--- src/rtl/serial_subtractor_ctrl.sv ---
// serial_subtractor_ctrl
//   Bit-serial subtractor controller: diff = (a - b) mod 2^WIDTH, processed
//   LSB-first through two cascaded half subtractors and one borrow flop.
//
// Ports
//   clk     in   rising-edge clock
//   rst_n   in   asynchronous active-low reset
//   start   in   request, sampled only while idle
//   a, b    in   minuend / subtrahend, captured on the accepting edge
//   busy    out  high while bits are being processed
//   done    out  one-cycle pulse, diff/borrow valid from this cycle
//   diff    out  registered result, held until the next completion
//   borrow  out  registered final borrow (1 iff a < b unsigned)
module serial_subtractor_ctrl #(
    parameter int unsigned WIDTH = 8
) (
    input  logic             clk,
    input  logic             rst_n,
    input  logic             start,
    input  logic [WIDTH-1:0] a,
    input  logic [WIDTH-1:0] b,
    output logic             busy,
    output logic             done,
    output logic [WIDTH-1:0] diff,
    output logic             borrow
);

    localparam int unsigned CW = $clog2(WIDTH) + 1;

    typedef enum logic [1:0] {
        S_IDLE,
        S_SHIFT,
        S_DONE
    } state_t;

    state_t           state_q,  state_d;
    logic [WIDTH-1:0] sa_q,     sa_d;
    logic [WIDTH-1:0] sb_q,     sb_d;
    logic [WIDTH-1:0] res_q,    res_d;
    logic             bin_q,    bin_d;
    logic [CW-1:0]    cnt_q,    cnt_d;
    logic             busy_q,   busy_d;
    logic             done_q,   done_d;
    logic [WIDTH-1:0] diff_q,   diff_d;
    logic             borrow_q, borrow_d;

    // One-bit datapath: two half subtractors on the current LSBs
    logic d1, b1, d_bit, b2;

    assign d1    = sa_q[0] ^ sb_q[0];
    assign b1    = ~sa_q[0] & sb_q[0];
    assign d_bit = d1 ^ bin_q;
    assign b2    = ~d1 & bin_q;

    always_comb begin
        state_d  = state_q;
        sa_d     = sa_q;
        sb_d     = sb_q;
        res_d    = res_q;
        bin_d    = bin_q;
        cnt_d    = cnt_q;
        busy_d   = 1'b0;
        done_d   = 1'b0;
        diff_d   = diff_q;
        borrow_d = borrow_q;

        case (state_q)
            S_IDLE: begin
                if (start) begin
                    sa_d    = a;
                    sb_d    = b;
                    bin_d   = 1'b0;
                    cnt_d   = '0;
                    busy_d  = 1'b1;
                    state_d = S_SHIFT;
                end
            end
            S_SHIFT: begin
                sa_d  = {1'b0, sa_q[WIDTH-1:1]};
                sb_d  = {1'b0, sb_q[WIDTH-1:1]};
                res_d = {d_bit, res_q[WIDTH-1:1]};
                bin_d = b1 | b2;
                cnt_d = cnt_q + 1'b1;
                busy_d = 1'b1;
                // Last bit: publish the fully shifted result straight from
                // this cycle's next-state so diff/borrow land on entry to DONE.
                if (cnt_q == CW'(WIDTH - 1)) begin
                    busy_d   = 1'b0;
                    done_d   = 1'b1;
                    diff_d   = res_d;
                    borrow_d = b1 | b2;
                    state_d  = S_DONE;
                end
            end
            S_DONE: begin
                state_d = S_IDLE;
            end
            default: begin
                state_d = S_IDLE;
            end
        endcase
    end

    always_ff @(posedge clk or negedge rst_n) begin
        if (!rst_n) begin
            state_q  <= S_IDLE;
            sa_q     <= '0;
            sb_q     <= '0;
            res_q    <= '0;
            bin_q    <= 1'b0;
            cnt_q    <= '0;
            busy_q   <= 1'b0;
            done_q   <= 1'b0;
            diff_q   <= '0;
            borrow_q <= 1'b0;
        end else begin
            state_q  <= state_d;
            sa_q     <= sa_d;
            sb_q     <= sb_d;
            res_q    <= res_d;
            bin_q    <= bin_d;
            cnt_q    <= cnt_d;
            busy_q   <= busy_d;
            done_q   <= done_d;
            diff_q   <= diff_d;
            borrow_q <= borrow_d;
        end
    end

    assign busy   = busy_q;
    assign done   = done_q;
    assign diff   = diff_q;
    assign borrow = borrow_q;

endmodule

--- config.mk ---
export PLATFORM = sky130hd
export DESIGN_NAME = serial_subtractor_ctrl
export DESIGN_NICKNAME = d
export VERILOG_FILES = /design/src/rtl/serial_subtractor_ctrl.sv
export SDC_FILE = /design/constraint.sdc
export NUM_CORES = 1
export LEC_CHECK = 0
export ABC_AREA = 1
export ABC_CLOCK_PERIOD_IN_PS = 1900
export BUFFER_PORTS_ARGS = -buffer_cell sky130_fd_sc_hd__clkbuf_2
export CORE_MARGIN = 2
export CORE_UTILIZATION = 36
export DETAILED_ROUTE_END_ITERATION = 7
export PLACE_DENSITY = 0.58
export SETUP_SLACK_MARGIN = 0.5
export SLEW_MARGIN = 10
export SYNTH_ARGS = -nofsm -noshare
export SYNTH_HDL_FRONTEND = slang
export SYNTH_SLANG_ARGS = --single-unit
--- constraint.sdc ---
create_clock -name clk -period 1.9 [get_ports clk]
set_input_delay 0 -clock clk [delete_from_list [all_inputs] [get_ports clk]]
set_output_delay 0 -clock clk [all_outputs]
set_load 0.1 [all_outputs]
# --- After elaboration in Yosys (flattened, before gate mapping) ---
# Cells that the tools add are included.
word_totals:
  elab_cells: 43
  out_inout_bits: 11
  reg_bits: 42
  in_bits: 19
classes:
  reduce_logical: 5
  muxes: 16
  n_eq_ne: 4
  bitwise: 7
  add_sub_neg: 1
ops:
  columns: ["op", "n"]
  rows:
  - ["$pmux W8 S2", 2]
  - ["$mux W8", 2]
  - ["$pmux W4 S2", 1]
  - ["$reduce_and A2 Y1", 3]
  - ["$mux W1", 5]
  - ["$add A4 B1 Y4 const B", 1]
  - ["$eq A4 B3 Y1 const B", 1]
  - ["$mux W2", 2]
  - ["$mux W4", 1]
  - ["$ne A2 B2 Y1 const B", 2]
  - ["$pmux W1 S2", 2]
  - ["$pmux W2 S2", 1]
  - ["$and A1 B1 Y1", 2]
  - ["$eq A2 B1 Y1 const B", 1]
  - ["$logic_not A2 Y1", 1]
  - ["$not A1 Y1", 2]
  - ["$reduce_bool A2 Y1", 1]
  - ["$xor A1 B1 Y1", 2]
  - ["$or A1 B1 Y1", 1]

# --- Longest topological paths before layout ---
# Gate-level depths: netlist of the first run.
depth:
  ltp_word: 5
  depth_mapped: 7
  depth_no_buf: 6

# --- Worst setup path after synthesis of the first run ---
# OpenSTA, ideal clock, no wires.
synth_path:
  kind: "register -> register"
  from: "reg cnt_q[0]"
  to: "reg borrow_q (netlist: borrow)"
  setup_time_ps: 120
  period_less_slack_ps: 1180
  path_buffers: 0
  arrival_time_ps: 1060
  required_time_ps: 1780
  stages_incl_launch_ff: 7
  slack_ps: 720
  path_cell_list: "dfrtp_1 -> ha_1 -> nand2_1 -> nor2_1 -> nand2_2 -> nand2_1 -> nand2_1"
synth_via:
  elab_chain_cells: 2
synth_rtl:
  columns: ["element", "line", "rtl"]
  rows:
  - ["start, declared", "41", "logic [CW-1:0] cnt_q, cnt_d;"]
  - ["start signal, assigned", "122", "cnt_q <= cnt_d;"]
  - ["$eq A4 B3 Y1", "87", "if (cnt_q == CW'(WIDTH - 1)) begin"]
  - ["$reduce_and A2 Y1 (no line)", null, null]
  - ["end signal, assigned", "126", "borrow_q <= borrow_d;"]
  - ["end, declared", "45", "logic borrow_q, borrow_d;"]
# Every way passes these cells.
# A chain may end at the register's enable or synchronous reset.

# --- Final worst setup path of the first run ---
layout_path:
  from: "reg cnt_q[0]"
  to: "reg diff_q[0] (netlist: diff[0])"
layout_via:
  elab_chain_cells: 2
layout_rtl:
  columns: ["element", "line", "rtl"]
  rows:
  - ["$eq A4 B3 Y1", "87", null]
  - ["$reduce_and A2 Y1 (no line)", null, null]
  - ["end signal, assigned", "125", "diff_q <= diff_d;"]
  - ["end, declared", "44", "logic [WIDTH-1:0] diff_q, diff_d;"]
# Every way passes these cells.

==> qor.txt, run 1 <==
Share of layout cells above drive strength 1: 20.1%
Total global-route track usage: 12.4%
Total clock buffers created by CTS: 5
Crit path capture type: register
Horiz. Die Dim: 76.2 microns
Net switching component of the power: 0.00204 W
Post-Synthesis Net Count: 240
Layer carrying the most global-route usage: met2
Netlist area before placement: 0.00188 sq mm
Worst hold slack across all endpoints: 0.0157 ns
Clock tree buffer depth: 2
Setup-violating endpoint count in the final report: 0
Final design instance area without fill: 0.00221 sq mm
Shortest clock period the worst path allows after layout: 1.28 ns
Total DRC errors in the routed layout: 0
Standard cell area after detailed placement: 0.00206 sq mm
Switching portion of total power: 50.1%
Total area of sequential cells: 0.00103 sq mm
Detail Placement HPWL: 2250 microns
Avg Vias per Cell: 4.32
Drt initial violations: 45
Number of buffers inserted by port buffering: 29
Final weighted congestion in routability-driven placement: 0.772
Number of setup buffers added after CTS: 0
Slew Viols, Final: 0
Routing usage on met2: 19.0%
Worst Path Class, Setup: reg -> reg
Largest driver fanout on the critical path: 9
Number of antenna violations at the first check in global routing: 0
Pwr per Cell Area: 1850 mW/mm^2
Setup repair after global routing missed its margin: no
Cell at the root of the clock tree: sky130_fd_sc_hd__clkbuf_8
Clock Pin Slew Worst Setup and Hold Paths: 0.08 ns
Final wirelength: 3340 microns
Placeable core region: 0.00507 sq mm
Post-layout instance count excluding filler cells: 324
Die Y: 76.2 microns
Leakage power total: 1.19 nW
FF+latch count, synth: 41
Final critical-path share of the clock period: 67.3%
Post-synthesis cell type count: 24
Sequential fraction of design power: 36.9%
Met1 Resource Use GR: 16.6%
Wire length of the first global-routing pass: 5790 microns
Number of primary I/O pins: 30
Share of total power in the clock network: 13.6%
Max cap viols: 0
Antenna diode instance count: 0
Die Footprint: 0.00580 sq mm
Grt ovf: 0
Gate Count Post-Synth: 219
Class of the worst hold path: in -> reg
Via count of the first global-routing pass: 1289
Design internal power: 0.00204 W
Data required time of the worst path: 2.09 ns
Count of yosys warnings during synthesis: 0
Library cell with the largest summed area after synthesis: sky130_fd_sc_hd__dfrtp_1
Aggregate negative setup slack: 0 ns
Clock insertion delay at the later pin of the skew report: 0.29 ns
Fillers: 523
Dpl cells: 313
Post-synth top area share: 54.7%
Clock tree from TritonCTS: done
Share of the yosys chip area belonging to registers: 54.7%
Total clock sinks: 41
Placement row count: 26
Fraction of met3 tracks used by global routing: 3.67%
Initial core utilization: 37.0%
Post-Route Skew: 0.00390 ns
Power Total: 0.00408 W
Outcome: completed
Mapped Avg Cell Area: 8.56 sq um
Leading post-synthesis cells by cell area: sky130_fd_sc_hd__dfrtp_1 55%, sky130_fd_sc_hd__nand2_1 15%, sky130_fd_sc_hd__nor2_1 6.0%
Number of hold violations in the final report: 0
Final-stage net count: 274
Relative max-transition margin: 63.9%
Startpoint kind of the worst setup timing path: register
Arrival @ worst endpoint: 1.46 ns
Multi-input combinational cell area: 727 sq um
Largest net degree at the start of global routing: 42
Area overhead of the layout relative to synthesis: 17.7%
Highest Clock Rate: 782 MHz
DRT antenna net count: 0
Combinational share of power: 49.5%
Post-DR wirelength/cell: 10.3 microns
Highest ir drop seen on vdd: 692 uV
Number of H-tree branching levels: 2
Vias: 1400
Worst Max-Slew Pin Slew: 0.543 ns
Detailed-routing iteration count for the pre-antenna-repair pass: 4
cells by family (layout without fill, tap and decap cells):
logic type,Yosys count,count (layout),share of synthesized area (%)
simple gates,136,136,31.7
flops,41,41,54.7
buf+inv,28,63,7.40
compound gates,12,12,4.47
fa+ha+maj,2,2,1.73
state kept, by name, indices dropped and copies added (netlist names):
| signal | count |
|---|---|
| res_q | 7 |
| state_q | 2 |
| done | 1 |
| sa_q | 8 |
| borrow | 1 |
| sb_q | 8 |
| diff | 8 |
| cnt_q | 4 |
| bin_q | 1 |
| busy | 1 |
worst max-delay path, cell delays in order (launching register included):
cell and delay, ns:
sky130_fd_sc_hd__dfrtp_1 0.42, sky130_fd_sc_hd__ha_1 0.21, sky130_fd_sc_hd__nand2_1 0.09, sky130_fd_sc_hd__nor2_2 0.16
sky130_fd_sc_hd__nand2_2 0.15, sky130_fd_sc_hd__nand2_1 0.09, sky130_fd_sc_hd__nand2_1 0.05
per-stage QoR:
stage | setup slack (ns) | util [%]
2_1_floorplan | 0.720 | -
3_3_place_gp | 0.449 | 40.7
3_5_place_dp | 0.396 | 40.7
4_1_cts | 0.513 | 43.0
5_1_grt | 0.512 | 43.5
6_report | 0.622 | 43.5
timing repair:
item	in CTS	in global routing
endpoints found under the hold margin	43	0
setup endpoints to repair	9	9
gates resized for setup	1	6
pin swaps	0	0
hold buffers	3	0
power by group through the flow:
stage | combinational [W] | clock, W | sequential [W]
6_report | 0.00202 | 0.000555 | 0.00151
3_5_place_dp | 0.00199 | 0 | 0.00152
4_1_cts | 0.00201 | 0.000581 | 0.00151
3_3_place_gp | 0.00197 | 0 | 0.00152
2_1_floorplan | 0.00104 | 0 | 0.00219
5_1_grt | 0.00224 | 0.000622 | 0.00156
synth_stat cells:
cell,count
sky130_fd_sc_hd__nand2_1,77
sky130_fd_sc_hd__dfrtp_1,41
sky130_fd_sc_hd__nor2_1,30
sky130_fd_sc_hd__inv_1,19
sky130_fd_sc_hd__nand3b_1,12
sky130_fd_sc_hd__nand3_1,11
sky130_fd_sc_hd__o21ai_0,4
sky130_fd_sc_hd__buf_4,3
sky130_fd_sc_hd__o21ai_2,3
sky130_fd_sc_hd__inv_2,2
sky130_fd_sc_hd__nand2_2,2
sky130_fd_sc_hd__nand2_4,2
sky130_fd_sc_hd__o21bai_1,2
sky130_fd_sc_hd__a21oi_1,1
sky130_fd_sc_hd__buf_1,1
sky130_fd_sc_hd__buf_2,1
sky130_fd_sc_hd__buf_8,1
sky130_fd_sc_hd__clkbuf_8,1
sky130_fd_sc_hd__fa_1,1
sky130_fd_sc_hd__ha_1,1
sky130_fd_sc_hd__nand4_1,1
sky130_fd_sc_hd__nor2_2,1
sky130_fd_sc_hd__o21ai_1,1
sky130_fd_sc_hd__o22ai_2,1
final timing paths:
| check | from | slack (ns) | cells after the start | to |
|---|---|---|---|---|
| setup / recovery | cnt_q[0] | 0.62 | 6 | diff[0] |
| hold / removal | a[0] | 0.02 | 5 | sa_q[0] |
| setup reg to reg | cnt_q[0] | 0.62 | 6 | diff[0] |
| hold reg to reg | res_q[5] | 0.47 | 2 | diff[4] |
| max in group asynchronous | rst_n | 1.24 | 3 | sa_q[1] |
| min in group asynchronous | rst_n | 0.30 | 3 | diff[3] |
cells in the final DEF (no fill, tap or decap):
master / count
sky130_fd_sc_hd__o21ai_0: 4
sky130_fd_sc_hd__nand4_1: 1
sky130_fd_sc_hd__nand2_1: 77
sky130_fd_sc_hd__nand3b_1: 12
sky130_fd_sc_hd__clkbuf_2: 29
sky130_fd_sc_hd__inv_1: 19
sky130_fd_sc_hd__fa_1: 1
sky130_fd_sc_hd__inv_2: 1
sky130_fd_sc_hd__nor2_2: 1
sky130_fd_sc_hd__o21ai_1: 1
sky130_fd_sc_hd__clkinv_8: 1
sky130_fd_sc_hd__clkinv_2: 2
sky130_fd_sc_hd__dlygate4sd3_1: 3
sky130_fd_sc_hd__ha_1: 1
sky130_fd_sc_hd__a21oi_1: 1
sky130_fd_sc_hd__buf_4: 2
sky130_fd_sc_hd__o21ai_2: 3
sky130_fd_sc_hd__o21bai_1: 2
sky130_fd_sc_hd__clkbuf_8: 5
sky130_fd_sc_hd__o22ai_2: 1
sky130_fd_sc_hd__nor2_4: 1
sky130_fd_sc_hd__nand2_2: 2
sky130_fd_sc_hd__nand2_4: 1
sky130_fd_sc_hd__nand2_8: 1
sky130_fd_sc_hd__dfrtp_1: 41
sky130_fd_sc_hd__nand3_1: 11
sky130_fd_sc_hd__nor2_1: 29
sky130_fd_sc_hd__clkinvlp_4: 1
layer usage:
metal / share of wire [%] / vias to the layer above
met5: 0 / -
met4: 0.93 / 0
met3: 5.0 / 4
met2: 45 / 32
met1: 49 / 619
li1: - / 745
final cells by class:
class / count / area share [%]
multi-input combinational: 150 / 32.9
clock buffer: 5 / 3.12
inverter: 21 / 4.14
timing repair buffer: 34 / 8.61
tap: 70 / 3.97
clock inverter: 3 / 0.793
sequential: 41 / 46.5
(Power assumes the default switching activity.)
==> inputs of run 2 (changes only) <==
Settings changed: ABC_CLOCK_PERIOD_IN_PS 1900 to 1200.
Clock period 1.9 ns to 1.2 ns, I/O delays scaled along.
==> run 2 against run 1 <==
Compared with the run above:
- combinational power increased to 2.7 times the previous value
- fmax increased by 9.2%
- sequential share of layout area decreased by 11 points
- sequential cell count unchanged
- critical path depth decreased by 1
- hold slack got worse by 0.0022 ns
- register-to-register slack got worse by 0.59 ns
- clock power increased by 68%
- power increased by 120%
- critical path type unchanged
- wire length increased by 30%
- global-route usage increased by 2.6 points
==> qor.txt, run 2 (synthesis gave the netlist of run 1 again) <==
Arrival @ worst endpoint: 1.35 ns (-0.11 ns)
Total area of sequential cells: 0.00104 sq mm (+1.5%)
Number of buffers inserted by port buffering: 29 (unchanged)
Pwr per Cell Area: 3020 mW/mm^2 (+63%)
Max cap viols: 0 (unchanged)
Grt ovf: 0 (unchanged)
Total clock buffers created by CTS: 5 (unchanged)
Most common library cell in the layout ignoring fill and taps: sky130_fd_sc_hd__nand2_1
Number of hold violations in the final report: 0 (unchanged)
Number of H-tree branching levels: 2 (unchanged)
Final design instance area without fill: 0.00297 sq mm (+35%)
Setup repair after global routing missed its margin: yes
Power Total: 0.00896 W (+120%)
Crit path capture type: register
Fillers: 455 (-13%)
Clock insertion delay at the later pin of the skew report: 0.30 ns (about the same)
DRT antenna net count: 0 (unchanged)
Shortest clock period the worst path allows after layout: 1.17 ns (-0.108 ns)
Total clock sinks: 41 (unchanged)
Startpoint kind of the worst setup timing path: register
Largest net degree at the start of global routing: 42 (unchanged)
Drt initial violations: 61 (+36%)
Dpl cells: 323 (+3.2%)
Setup-violating endpoint count in the final report: 0 (unchanged)
Final weighted congestion in routability-driven placement: 0.691 (-11%)
Highest Clock Rate: 855 MHz (+9.2%)
Cell at the root of the clock tree: sky130_fd_sc_hd__clkbuf_8
Clock tree from TritonCTS: done
Slew Viols, Final: 0 (unchanged)
Worst Slack Setup Final: 0.0299 ns (-0.592 ns)
Relative max-transition margin: 79.7% (+16 points)
Multi-input combinational cell area: 937 sq um (+29%)
Die Y: 76.2 microns (unchanged)
Leakage power total: 1.48 nW (+24%)
Class of the worst hold path: in -> reg
Final wirelength: 4340 microns (+30%)
Antenna diode instance count: 0 (unchanged)
Final critical-path share of the clock period: 97.5% (+30 points)
Area overhead of the layout relative to synthesis: 58.4%
Data required time of the worst path: 1.38 ns (-0.71 ns)
Clock Pin Slew Worst Setup and Hold Paths: 0.08 ns (about the same)
Total global-route track usage: 15.0% (+2.6 points)
Placement row count: 26 (unchanged)
Outcome: completed
Worst Max-Slew Pin Slew: 0.305 ns (-0.238 ns)
Post-layout instance count excluding filler cells: 353 (+9.0%)
Clock tree buffer depth: 2 (unchanged)
Worst Path Class, Setup: reg -> reg
Number of primary I/O pins: 30 (unchanged)
Post-Route Skew: 0.0124 ns (+0.00847 ns)
Vias: 1578 (+13%)
Placement-stage worst setup slack: 0.0159 ns (-0.380 ns)
Number of antenna violations at the first check in global routing: 0 (unchanged)
Largest driver fanout on the critical path: 3 (-6)
Post-DR wirelength/cell: 12.3 microns (+19%)
Horiz. Die Dim: 76.2 microns (unchanged)
Die Footprint: 0.00580 sq mm (unchanged)
Worst hold slack across all endpoints: 0.0135 ns (-0.00218 ns)
Initial core utilization: 37.0% (unchanged)
Avg Vias per Cell: 4.47 (+3.5%)
Detailed-routing iteration count for the pre-antenna-repair pass: 4 (unchanged)
Top library cells by usage in the layout, fill and taps aside: 62 x sky130_fd_sc_hd__nand2_1, 29 x sky130_fd_sc_hd__dfrtp_1, 25 x sky130_fd_sc_hd__nor2_1
Total DRC errors in the routed layout: 0 (unchanged)
Placeable core region: 0.00507 sq mm (unchanged)
Standard cell area after detailed placement: 0.00227 sq mm (+10%)
Highest ir drop seen on vdd: 1440 uV (+110%)
Via count of the first global-routing pass: 1547 (+20%)
Wire length of the first global-routing pass: 7000 microns (+21%)
Final-stage net count: 303 (+11%)
Detail Placement HPWL: 2590 microns (+15%)
Share of layout cells above drive strength 1: 42.4% (+22 points)
==> run 2: changes by cell type in the layout (fill, tap and decap cells not counted), sizes merged <==
cell / change
buf: +34
clkbuf: -9
nand2: +2
clkinv: -1
dlygate4sd3: +1
inv: +1
nor2: +1
==> run 2: layer usage <==
metal / vias to the layer above / global-route usage [%] / share of wire, %
met4: 0 / 6.00 / 1.7
met3: 7 / 2.25 / 2.7
met2: 22 / 25.7 / 52
li1: 806 / - / -
met1: 743 / 19.3 / 44
met5: - / 0 / 0
==> run 2: what timing repair did <==
item,CTS,global route
endpoints found under the setup margin,52,52
resized for setup,43,38
hold buffers,4,0
setup buffers,8,5
cloned,4,1
endpoints found under the hold margin,44,0
pin swaps,3,8
==> run 2: stage by stage <==
stage	utilization, %	TNS (ns)
after floorplan	-	0
after global placement	44.8	0
after detailed placement	44.8	0
after CTS	54.2	0
after global routing	58.5	-0.309
final	58.5	0
==> run 2: final cells by class <==
cell class	count	area share, %
sequential	41	35.0
clock buffer	5	2.32
inverter	21	3.16
timing repair buffer	60	24.1
tap	70	2.95
clock inverter	3	0.842
multi-input combinational	153	31.6
==> run 2: critical path: stages, from the launching register on <==
cell                       delay [ns]
sky130_fd_sc_hd__dfrtp_1         0.40
sky130_fd_sc_hd__ha_4            0.19
sky130_fd_sc_hd__nand2_4         0.07
sky130_fd_sc_hd__nor2_4          0.16
sky130_fd_sc_hd__buf_4           0.17
sky130_fd_sc_hd__o21bai_1        0.08
==> run 2: where the power goes <==
part	internal, W	total, W	switching (W)
sequential	0.00204	0.00258	0.000542
combinational	0.00243	0.00545	0.00302
clock	0.000420	0.000933	0.000514
total	0.00489	0.00896	0.00408
==> run 2: worst paths after layout <==
path | startpoint | to | slack [ns] | depth (start not counted)
max in group asynchronous | rst_n | state_q[0] | 0.78 | 3
min in group asynchronous | rst_n | cnt_q[2] | 0.20 | 3
hold / removal | a[0] | sa_q[0] | 0.01 | 5
setup reg to reg | cnt_q[1] | state_q[0] | 0.03 | 5
setup / recovery | cnt_q[1] | state_q[0] | 0.03 | 5
hold reg to reg | res_q[3] | diff[2] | 0.48 | 2
==> inputs of run 3 (changes only) <==
Settings changed: ABC_CLOCK_PERIOD_IN_PS 1200 to 1300, SLEW_MARGIN 10 to 20.
Clock period 1.2 ns to 1.3 ns, I/O delays scaled along.
==> run 3 against run 2 <==
Compared with the run above:
- die area did not move
- wire length fell by 2.1%
- sequential power fell by 9.3%
- sequential cell count did not move
- critical endpoint is now diff[2]
- highest routed layer unchanged
==> qor.txt, run 3 (synthesis gave the netlist of run 1 again) <==
Outcome: completed
Critical path's largest stage delay: 0.43 ns (+0.03 ns)
Sequence of cells on the critical path: inv_4 -> nand2_8 -> buf_12 -> nor2_4 -> nand2_1 -> nand2_1
Share of the core filled with cells in the final layout: 56.9% (-1.6 points)
Fillers: 431 (-5.3%)
Setup repair after global routing missed its margin: yes
Total area of sequential cells: 0.00104 sq mm (unchanged)
Detailed-routing iteration count for the pre-antenna-repair pass: 6 (+2)
Max cap viols: 0 (unchanged)
Share of layout cells above drive strength 1: 40.2% (-2.2 points)
Final weighted congestion in routability-driven placement: 0.765 (+11%)
Highest ir drop seen on vdd: 1540 uV (+6.6%)
Placement row count: 26 (unchanged)
Startpoint kind of the worst setup timing path: register
Number of H-tree branching levels: 2 (unchanged)
Cell occurring most often along the worst timing path: sky130_fd_sc_hd__nand2_1
Worst Max-Slew Pin Slew: 0.464 ns (+0.159 ns)
Vias: 1568 (-0.63%)
Worst Path Class, Setup: reg -> reg
Clock Pin Slew Worst Setup and Hold Paths: 0.08 ns (about the same)
Buffer and inverter count on the worst path: 2 (+1)
Total DRC errors in the routed layout: 0 (unchanged)
Number of primary I/O pins: 30 (unchanged)
Relative max-transition margin: 69.1% (-11 points)
Largest driver fanout on the critical path: 6 (+3)
Total clock buffers created by CTS: 5 (unchanged)
Clock tree buffer depth: 2 (unchanged)
Power Total: 0.00814 W (-9.2%)
Post-layout instance count excluding filler cells: 346 (-2.0%)
Clock tree from TritonCTS: done
Wire length of the first global-routing pass: 6810 microns (-2.8%)
Max stage delay cell, worst path: sky130_fd_sc_hd__dfrtp_1
Avg Vias per Cell: 4.53 (+1.4%)
Number of antenna violations at the first check in global routing: 0 (unchanged)
Shortest clock period the worst path allows after layout: 1.17 ns (-0.00353 ns)
Top library cells by usage in the layout, fill and taps aside: 61 x sky130_fd_sc_hd__nand2_1, 29 x sky130_fd_sc_hd__dfrtp_1, 23 x sky130_fd_sc_hd__nor2_1
Aggregate negative setup slack: 0 ns (unchanged)
Final-stage net count: 296 (-2.3%)
Final wirelength: 4250 microns (-2.1%)
Slew Viols, Final: 0 (unchanged)
Worst hold slack across all endpoints: 0.0139 ns (+0.000364 ns)
Grt ovf: 0 (unchanged)
Total global-route track usage: 15.0% (-0.051 points)
Final critical-path share of the clock period: 89.7% (-7.8 points)
Pwr per Cell Area: 2820 mW/mm^2 (-6.6%)
Most common library cell in the layout ignoring fill and taps: sky130_fd_sc_hd__nand2_1
Arrival @ worst endpoint: 1.40 ns (+0.05 ns)
Area overhead of the layout relative to synthesis: 54.0%
Drt initial violations: 93 (+52%)
Leakage power total: 1.42 nW (-3.9%)
Class of the worst hold path: in -> reg
Initial core utilization: 37.0% (unchanged)
Number of buffers inserted by port buffering: 29 (unchanged)
Dpl cells: 319 (-1.2%)
Total clock sinks: 41 (unchanged)
Setup-violating endpoint count in the final report: 0 (unchanged)
Highest Clock Rate: 857 MHz (+0.30%)
Clock insertion delay at the later pin of the skew report: 0.29 ns (about the same)
Crit path capture type: register
Via count of the first global-routing pass: 1497 (-3.2%)
Die Y: 76.2 microns (unchanged)
Post-Route Skew: 0.00716 ns (-0.00521 ns)
DRT antenna net count: 0 (unchanged)
Horiz. Die Dim: 76.2 microns (unchanged)
Detail Placement HPWL: 2400 microns (-7.1%)
Placeable core region: 0.00507 sq mm (unchanged)
Multi-input combinational cell area: 913 sq um (-2.5%)
Die Footprint: 0.00580 sq mm (unchanged)
Largest net degree at the start of global routing: 26 (-38%)
Cell at the root of the clock tree: sky130_fd_sc_hd__clkbuf_8
Number of hold violations in the final report: 0 (unchanged)
Antenna diode instance count: 0 (unchanged)
Worst path top cell family by delay: flip-flops
Data required time of the worst path: 1.53 ns (+0.15 ns)
Post-DR wirelength/cell: 12.3 microns (about the same)
[run 3: changes by cell type in the layout (fill, tap and decap cells not counted), moves of 4 or more]
cell	before	now
sky130_fd_sc_hd__buf_12	16	6
sky130_fd_sc_hd__buf_6	5	1
sky130_fd_sc_hd__clkbuf_16	2	10
sky130_fd_sc_hd__nor2_2	1	5
[run 3: final timing paths]
| kind | startpoint | to | slack [ns] | cells past startpoint |
|---|---|---|---|---|
| worst max-delay path | state_q[1] | diff[2] | 0.13 | 6 |
| worst min-delay path | a[0] | sa_q[0] | 0.01 | 5 |
| worst max register to register | state_q[1] | diff[2] | 0.13 | 6 |
| worst min register to register | res_q[3] | diff[2] | 0.49 | 2 |
| max in group asynchronous | rst_n | diff[4] | 0.62 | 3 |
| min in group asynchronous | rst_n | sa_q[7] | 0.19 | 2 |
[run 3: layout make-up]
type                    count  area share (%)
multi-input cells         153            31.6
flip-flops and latches     41            36.0
inverters                  21            3.25
clock buffers               7            2.99
repair buffers             53            22.0
clock inverters             1            1.04
well taps                  70            3.03
[run 3: metrics by stage]
stage	setup slack (ns)	instance area (sq um)
finish	0.133	2890
CTS	0.176	2770
floorplan	0.197	1950
global route	0.0895	2890
global placement	0.144	2210
detailed placement	0.122	2210
[run 3: worst register-to-register path, cell delays in order, from the launching register on]
cell                      delay, ns
sky130_fd_sc_hd__dfrtp_1       0.43
sky130_fd_sc_hd__inv_4         0.12
sky130_fd_sc_hd__nand2_8       0.09
sky130_fd_sc_hd__buf_12        0.16
sky130_fd_sc_hd__nor2_4        0.16
sky130_fd_sc_hd__nand2_1       0.08
sky130_fd_sc_hd__nand2_1       0.07
[run 3: timing repair]
item / in CTS / in global routing
endpoints found under the setup margin: 52 / 52
hold endpoints to repair: 19 / 0
resized for setup: 52 / 23
hold buffers: 4 / 0
gates cloned: 2 / 2
pin swaps: 5 / 12
setup buffers: 9 / 2
[run 3: layer usage]
metal  vias up  routed length [microns]  GRT usage [%]
met1       753                     1920           18.7
met5         -                        0              0
li1        787                        -              -
met4         0                       95           7.09
met3         6                      101           3.20
met2        22                     2130           24.9
[run 3: power breakdown]
| part | switching (W) | leakage [nW] | internal (W) |
|---|---|---|---|
| logic | 0.00270 | 0.874 | 0.00203 |
| registers | 0.000453 | 0.486 | 0.00188 |
| clock network | 0.000442 | 0.0585 | 0.000626 |
| total | 0.00360 | 1.42 | 0.00454 |
